**src/rtl/mmio_hub_pkg.sv**
```systemverilog
// Shared slot encoding and address decode for the MMIO hub.
// Slots 62/63 are reserved for the interrupt controller registers.
package mmio_hub_pkg;

    localparam int SLOT_W = 6;

    typedef logic [SLOT_W-1:0] slot_t;

    localparam slot_t SLOT_MASK = 6'd62;
    localparam slot_t SLOT_PEND = 6'd63;

    typedef struct packed {
        logic  hit;
        slot_t slot;
    } decode_t;

    // Window match on the bits above the slot field; slot base must be exactly aligned.
    function automatic decode_t decode(input logic [31:0] addr, input logic [31:0] base,
                                       input int stride_shift);
        decode_t d;
        logic [31:0] low_mask;
        low_mask = (32'd1 << stride_shift) - 32'd1;
        d.hit  = ((addr >> (stride_shift + SLOT_W)) == (base >> (stride_shift + SLOT_W)))
                 && ((addr & low_mask) == 32'd0);
        d.slot = slot_t'(addr >> stride_shift);
        return d;
    endfunction

endpackage

```
**src/rtl/mmio_hub_irq.sv**
```systemverilog
// Edge-triggered interrupt aggregator: rising-edge detect, sticky pending bits,
// write-1-to-clear acknowledge, enable mask and a registered INTR output.
module irq_aggregator #(
    parameter int N_IRQ = 4
) (
    input  logic             clk,
    input  logic             rst_n,
    input  logic [N_IRQ-1:0] src,
    input  logic             mask_we,
    input  logic             ack_we,
    input  logic [N_IRQ-1:0] wdata,
    output logic [N_IRQ-1:0] mask,
    output logic [N_IRQ-1:0] pend,
    output logic             intr
);

    logic [N_IRQ-1:0] src_prev;
    logic [N_IRQ-1:0] rise;
    logic [N_IRQ-1:0] ack;

    assign rise = src & ~src_prev;
    assign ack  = ack_we ? wdata : '0;

    // src_prev resets to all-ones so a source already high at reset release is not an edge.
    always_ff @(posedge clk) begin
        if (!rst_n) begin
            src_prev <= '1;
            mask     <= '0;
            pend     <= '0;
            intr     <= 1'b0;
        end else begin
            src_prev <= src;
            if (mask_we) begin
                mask <= wdata;
            end
            pend <= (pend & ~ack) | rise;
            intr <= |(pend & mask);
        end
    end

endmodule

```
**src/rtl/mmio_hub.sv**
```systemverilog
// MMIO decoder between the MCU IOBUS and board peripherals: input read slots,
// registered output slots with one-cycle write strobes, and the interrupt aggregator.
module mmio_hub
    import mmio_hub_pkg::*;
#(
    parameter logic [31:0] BASE_AD      = 32'h11000000,
    parameter int          STRIDE_SHIFT = 18,
    parameter int          N_IN         = 8,
    parameter int          N_OUT        = 8,
    parameter int          N_IRQ        = 4
) (
    input  logic                CLK,
    input  logic                RST_N,
    input  logic [31:0]         IOBUS_ADDR,
    input  logic [31:0]         IOBUS_OUT,
    input  logic                IOBUS_WR,
    output logic [31:0]         IOBUS_IN,
    input  logic [N_IN*32-1:0]  IN_DATA,
    output logic [N_OUT*32-1:0] OUT_DATA,
    output logic [N_OUT-1:0]    OUT_WE,
    input  logic [N_IRQ-1:0]    IRQ_SRC,
    output logic                INTR
);

    if (N_IN < 1 || N_IN > 62) begin : g_bad_n_in
        $error("mmio_hub: N_IN must be in 1..62");
    end
    if (N_OUT < 1 || N_OUT > 62) begin : g_bad_n_out
        $error("mmio_hub: N_OUT must be in 1..62");
    end
    if (N_IRQ < 1 || N_IRQ > 32) begin : g_bad_n_irq
        $error("mmio_hub: N_IRQ must be in 1..32");
    end

    decode_t          dec;
    logic             wr_hit;
    logic [N_IRQ-1:0] irq_mask;
    logic [N_IRQ-1:0] irq_pend;
    logic [31:0]      mask_ext;
    logic [31:0]      pend_ext;

    assign dec    = decode(IOBUS_ADDR, BASE_AD, STRIDE_SHIFT);
    assign wr_hit = IOBUS_WR & dec.hit;

    // Strobes default low every cycle so each write yields exactly one strobe cycle.
    always_ff @(posedge CLK) begin
        if (!RST_N) begin
            OUT_DATA <= '0;
            OUT_WE   <= '0;
        end else begin
            OUT_WE <= '0;
            for (int j = 0; j < N_OUT; j++) begin
                if (wr_hit && dec.slot == slot_t'(j)) begin
                    OUT_DATA[32*j +: 32] <= IOBUS_OUT;
                    OUT_WE[j]            <= 1'b1;
                end
            end
        end
    end

    irq_aggregator #(.N_IRQ(N_IRQ)) u_irq (
        .clk     (CLK),
        .rst_n   (RST_N),
        .src     (IRQ_SRC),
        .mask_we (wr_hit && dec.slot == SLOT_MASK),
        .ack_we  (wr_hit && dec.slot == SLOT_PEND),
        .wdata   (IOBUS_OUT[N_IRQ-1:0]),
        .mask    (irq_mask),
        .pend    (irq_pend),
        .intr    (INTR)
    );

    always_comb begin
        mask_ext              = '0;
        pend_ext              = '0;
        mask_ext[N_IRQ-1:0]   = irq_mask;
        pend_ext[N_IRQ-1:0]   = irq_pend;
    end

    always_comb begin
        IOBUS_IN = '0;
        if (dec.hit) begin
            for (int i = 0; i < N_IN; i++) begin
                if (dec.slot == slot_t'(i)) begin
                    IOBUS_IN = IN_DATA[32*i +: 32];
                end
            end
            if (dec.slot == SLOT_MASK) begin
                IOBUS_IN = mask_ext;
            end
            if (dec.slot == SLOT_PEND) begin
                IOBUS_IN = pend_ext;
            end
        end
    end

endmodule

```
**config.mk**
```make
export PLATFORM = sky130hd
export DESIGN_NAME = mmio_hub
export DESIGN_NICKNAME = d
export VERILOG_FILES = /design/src/rtl/mmio_hub_pkg.sv /design/src/rtl/mmio_hub_irq.sv /design/src/rtl/mmio_hub.sv
export SDC_FILE = /design/constraint.sdc
export NUM_CORES = 1
export LEC_CHECK = 0
export ABC_AREA = 1
export CAP_MARGIN = 10
export CORE_AREA = 2 2 243 245
export DETAILED_ROUTE_END_ITERATION = 8
export DIE_AREA = 0 0 245 247
export GPL_TIMING_DRIVEN = 1
export HOLD_SLACK_MARGIN = 0.08
export SLEW_MARGIN = 15
export SYNTH_ARGS = -nofsm -noshare
export SYNTH_HDL_FRONTEND = slang
export SYNTH_SLANG_ARGS = --single-unit
export TNS_END_PERCENT = 5
```
**constraint.sdc**
```tcl
create_clock -name CLK -period 2.2 [get_ports CLK]
set_clock_uncertainty 0.15 [all_clocks]
set_input_delay 0.33 -clock CLK [delete_from_list [all_inputs] [get_ports CLK]]
set_output_delay 0.33 -clock CLK [all_outputs]
set_load 0.02 [all_outputs]
```
==> results <==
- For this design the static power due to leakage is between 10 and 15 nW.
- The height of the die is around 250 um.
- The minimum clock period after layout is between 2 and 2.5 ns.
- The area growth from synthesis to layout is 72.60%.
- The CTS tree is done.
- The share of total power in sequential cells is 0.423.
- The number of nets in the synthesized netlist is 2632.
- The via count of the first global-routing pass is about 15000.
- The worst register-to-register path begins at u_irq.src_prev[3].
- The critical-path cell with the highest stage delay is clkdlybuf4s50_1.
- Counting instances, the worst hold path has a depth of 3.
- The path depth of the worst reg2reg path is 2.
- The critical path contains buffers and inverters numbering 4 combined.
- The maximum level of the CTS H-tree is 1.
- The run finished, with violations left.
- In this run the number of cells on the critical path is 10.
- The gate count of the mapped netlist is around 2300.
- The proportion of layout cells with a drive suffix above 1 is 0.1287.
- In this run the worst hold path is classified as input pin to flip-flop.
- In this run the critical register-to-register path is captured at u_irq.pend[3].
- Internal power comes to 0.009166 W.
- The synthesized flop and latch total is about 280.
- Traced cell by cell, the critical path runs through clkdlybuf4s50_1, nor2_4, nand3_2, nor2_4, o21ai_4, buf_12, nor2_4, nand2_2, inv_2, buf_12.
- The post-synthesis cell type count is 25.
- The die is roughly 250 um wide.
- The clock input transition at the sequential cells of the worst setup and hold paths is about 0.06 ns.
- Measured against the total synthesized area, the mux share comes to 0.
- The worst setup path endpoint is IOBUS_IN[13].
- The pin count of the biggest net entering global routing is 97.
- The overall routing resource usage is 0.2308.
- The fraction of the mapped netlist area in compound gates came to 0.03837.
- The die area is 60520 sq um.
- The clock sink count is roughly 280.
- The clock network power share is 0.483.
- For this design the ratio of total power to cell area is a little over 500 nW/um^2.
- The largest single stage delay on the critical path is 0.44 ns.
- The actual transition at the worst max-transition pin is between 0.6 and 0.7 ns.
- The first global-routing pass estimated roughly 100000 um of wire.
- The worst-case vdd ir drop is a little under 600 uV.
- Summed over all layers, the global routing overflow is 0.
- The total negative setup slack is -6.432 ns.
- The congestion estimate from routability-driven global placement came to just over 1.
- Setup violations remaining at the end of the flow were counted as 32.
- Across the run, the number of max-cap violations was 0.
- The most common library cell in the layout ignoring fill and taps is nand2_1.
- The start-to-end type of the worst setup path is input pin to output port.
- The final reports fail on setup timing.
- The worst relative slew slack is 0.5919.
- The root buffer cell chosen for the clock tree is clkbuf_16.
- The fill cell instance count of the final layout is a little over 6000.
- The portion of the clock cycle consumed by the worst path in the final layout is 1.129.
- The number of DRC violations after detailed routing is 0.
- The share of the Yosys chip area taken by registers is 0.4098.
- The mapped netlist covers 13530 sq um.
- In the post-route analysis, the smallest setup slack over all paths is -0.2843 ns.
- STA classifies the critical path endpoint as an output port.
- In this run the tool buffered the top-level ports with between 600 and 700 buffer cells.
- The starting utilization of the core area is 0.2323.
- The share of total power dissipated in combinational logic is 0.094.
- Once layout is complete, the utilization of the core stands at 0.4010.
- At the worst endpoint, the required time is 1.72 ns.
- The clock passes through at most 3 buffers.
- The final cell count without fillers is around 3800.
- Of the total power, the share spent switching nets is 0.2293.
- The maximum frequency from static timing analysis is between 0.4 and 0.5 GHz.
- After synthesis, the largest family of logic cells by area is simple AND/OR/NAND/NOR gates.
- Of the total synthesized cell area, the portion taken by XOR and XNOR cells is 0.
- Setup repair after global routing could not meet its margin everywhere.
- The initial antenna violation count is 22.
- For the worst-skew pair, the clock arrives at the later sink with an insertion delay of approximately 0.56 ns.
- The maximum fanout encountered on the critical timing path is 7.
- Of the total synthesized cell area, the portion taken by full adders, half adders and majority gates is 0.
- Once detailed placement completed, the half-perimeter wirelength came to about 54000 um.
- The number of search-and-repair iterations in the first detailed-routing pass is 5.
- The launching element type of the critical path is an input pin.
- The number of buffers created by CTS is 30.
- Broken down by cell family, the worst path's largest delay share belongs to buffers and inverters.
- Of the total synthesized cell area, the portion taken by AND, OR, NAND and NOR gates is 0.4176.
- Among the stages of the critical path, the cell type that occurs most often is nor2_4.
- In this run, placement finished with an instance count of 3674.
- The number of nets with antenna violations after routing is 0.
- The launch point of the critical path is IOBUS_ADDR[25].
- The number of top-level design ports is between 600 and 700.
- The detail-routed via count per cell is between 4 and 5.
- For this design the total switching power over the nets is 0.002728 W.
- The detail-routed net length per standard cell is 19.43 um.
- The routed wire length is around 73000 um.
- The via count of the routed design is approximately 16000.
- The internal reg-to-reg setup slack is around 1.3 ns.
- In the layout the commonest cells are nand2_1 (731), nor2_1 (576), clkdlybuf4s50_1 (559).
- The arrival time of data at the critical path endpoint is ~2 ns.
- The site row count is 89.
- The average cell area after synthesis is a little under 6 sq um.
- The number of warning messages in the yosys log is 0.
- The number of hold violations in the final report was 0.
- In this run, the number of DRC markers left after iteration 0 of detailed routing was 1043.
- Across all hold checks on the routed design, the worst slack comes to ~0.16 ns.
- The setup slack after placement is -1.028 ns.
- The final net count is 3286.
- The count of pins over their slew limit was 0.
- In this run the standard cell core region covers between 50000 and 60000 sq um.
## power by group through the flow
stage	clock network (W)	registers, W	logic [W]
2_1_floorplan	0	0.00514	0.000240
3_3_place_gp	0	0.00514	0.00109
3_5_place_dp	0	0.00514	0.00108
4_1_cts	0.00593	0.00502	0.00110
5_1_grt	0.00612	0.00502	0.00117
6_report	0.00575	0.00503	0.00112
## registers in the layout, summed over array words and instances, names as in the netlist
name and flops:
u_irq.pend 4, u_irq.intr 1, OUT_WE 8, OUT_DATA 256, u_irq.src_prev 4, u_irq.mask 4
## cells by family after synthesis
kind of cell,after synthesis
simple gates,1454
buf+inv,472
flops,277
compound gates,102
## metal layers
metal,up-vias,GRT usage,wire length (um)
li1,8046,-,-
met1,6989,0.2342,25730
met2,641,0.4245,36980
met3,188,0.06251,5918
met4,4,0.1336,4437
met5,-,0,25
## metrics by stage
stage / cell area (sq um) / power, W
global placement: 21510 / 0.006225
floorplan: 13560 / 0.005376
CTS: 23050 / 0.01205
detailed placement: 21510 / 0.006214
finish: 23360 / 0.01189
global route: 23350 / 0.01232
## synth_stat cells
master | number | area share
nand3_1 | 42 | 0.016
a21oi_1 | 83 | 0.031
o22ai_1 | 1 | 0.00046
dfxtp_1 | 277 | 0.41
buf_1 | 5 | 0.0014
nand2_1 | 752 | 0.21
o221ai_1 | 1 | 0.00065
clkbuf_1 | 101 | 0.028
o21ai_0 | 15 | 0.0055
and3_1 | 1 | 0.00046
nor2_1 | 607 | 0.17
nand3b_1 | 1 | 0.00055
nor3_2 | 1 | 0.00074
or2_2 | 8 | 0.0037
o21ai_1 | 1 | 0.00037
nor4_1 | 1 | 0.00046
clkbuf_2 | 28 | 0.010
nor3_1 | 3 | 0.0011
clkinv_1 | 1 | 0.00028
buf_2 | 8 | 0.0030
a41oi_1 | 1 | 0.00065
nor2_2 | 2 | 0.00092
nor3b_2 | 1 | 0.00092
inv_1 | 329 | 0.091
nand4_1 | 35 | 0.016
## worst min-delay path by stage
stage	end	slack [ns]	start
2_1_floorplan	u_irq.src_prev[0]	0.27	IRQ_SRC[0]
3_3_place_gp	u_irq.pend[0]	0.32	u_irq.pend[0]
3_5_place_dp	u_irq.pend[0]	0.33	u_irq.pend[0]
4_1_cts	u_irq.src_prev[0]	0.13	IRQ_SRC[0]
5_1_grt	u_irq.src_prev[1]	0.15	IRQ_SRC[1]
6_report	u_irq.src_prev[0]	0.16	IRQ_SRC[0]
## tightest hold or removal path: stages
cell and delay [ns]:
clkdlybuf4s50_1 0.39, inv_1 0.06, nand2_1 0.04
## final cells by class
type | count | area, sq um | area share
antenna | 6 | 15.01 | 0.0006428
clock inverter | 17 | 266.5 | 0.01141
clock buffer | 39 | 875.8 | 0.03750
inverter | 330 | 1250 | 0.05352
tap | 773 | 967.2 | 0.04141
multi-input combinational | 1557 | 6609 | 0.2830
timing repair buffer | 763 | 7828 | 0.3351
sequential | 277 | 5545 | 0.2374
## repair_timing
item                                    in CTS  in global routing
gates resized for setup                    202                124
hold buffers                                 1                  0
endpoints found under the hold margin       28                  0
buffers inserted                            11                 12
pin swaps                                   14                 34
endpoints found under the setup margin      32                 33
gates cloned                                 3                  0
Power figures use the tool's default switching activity.
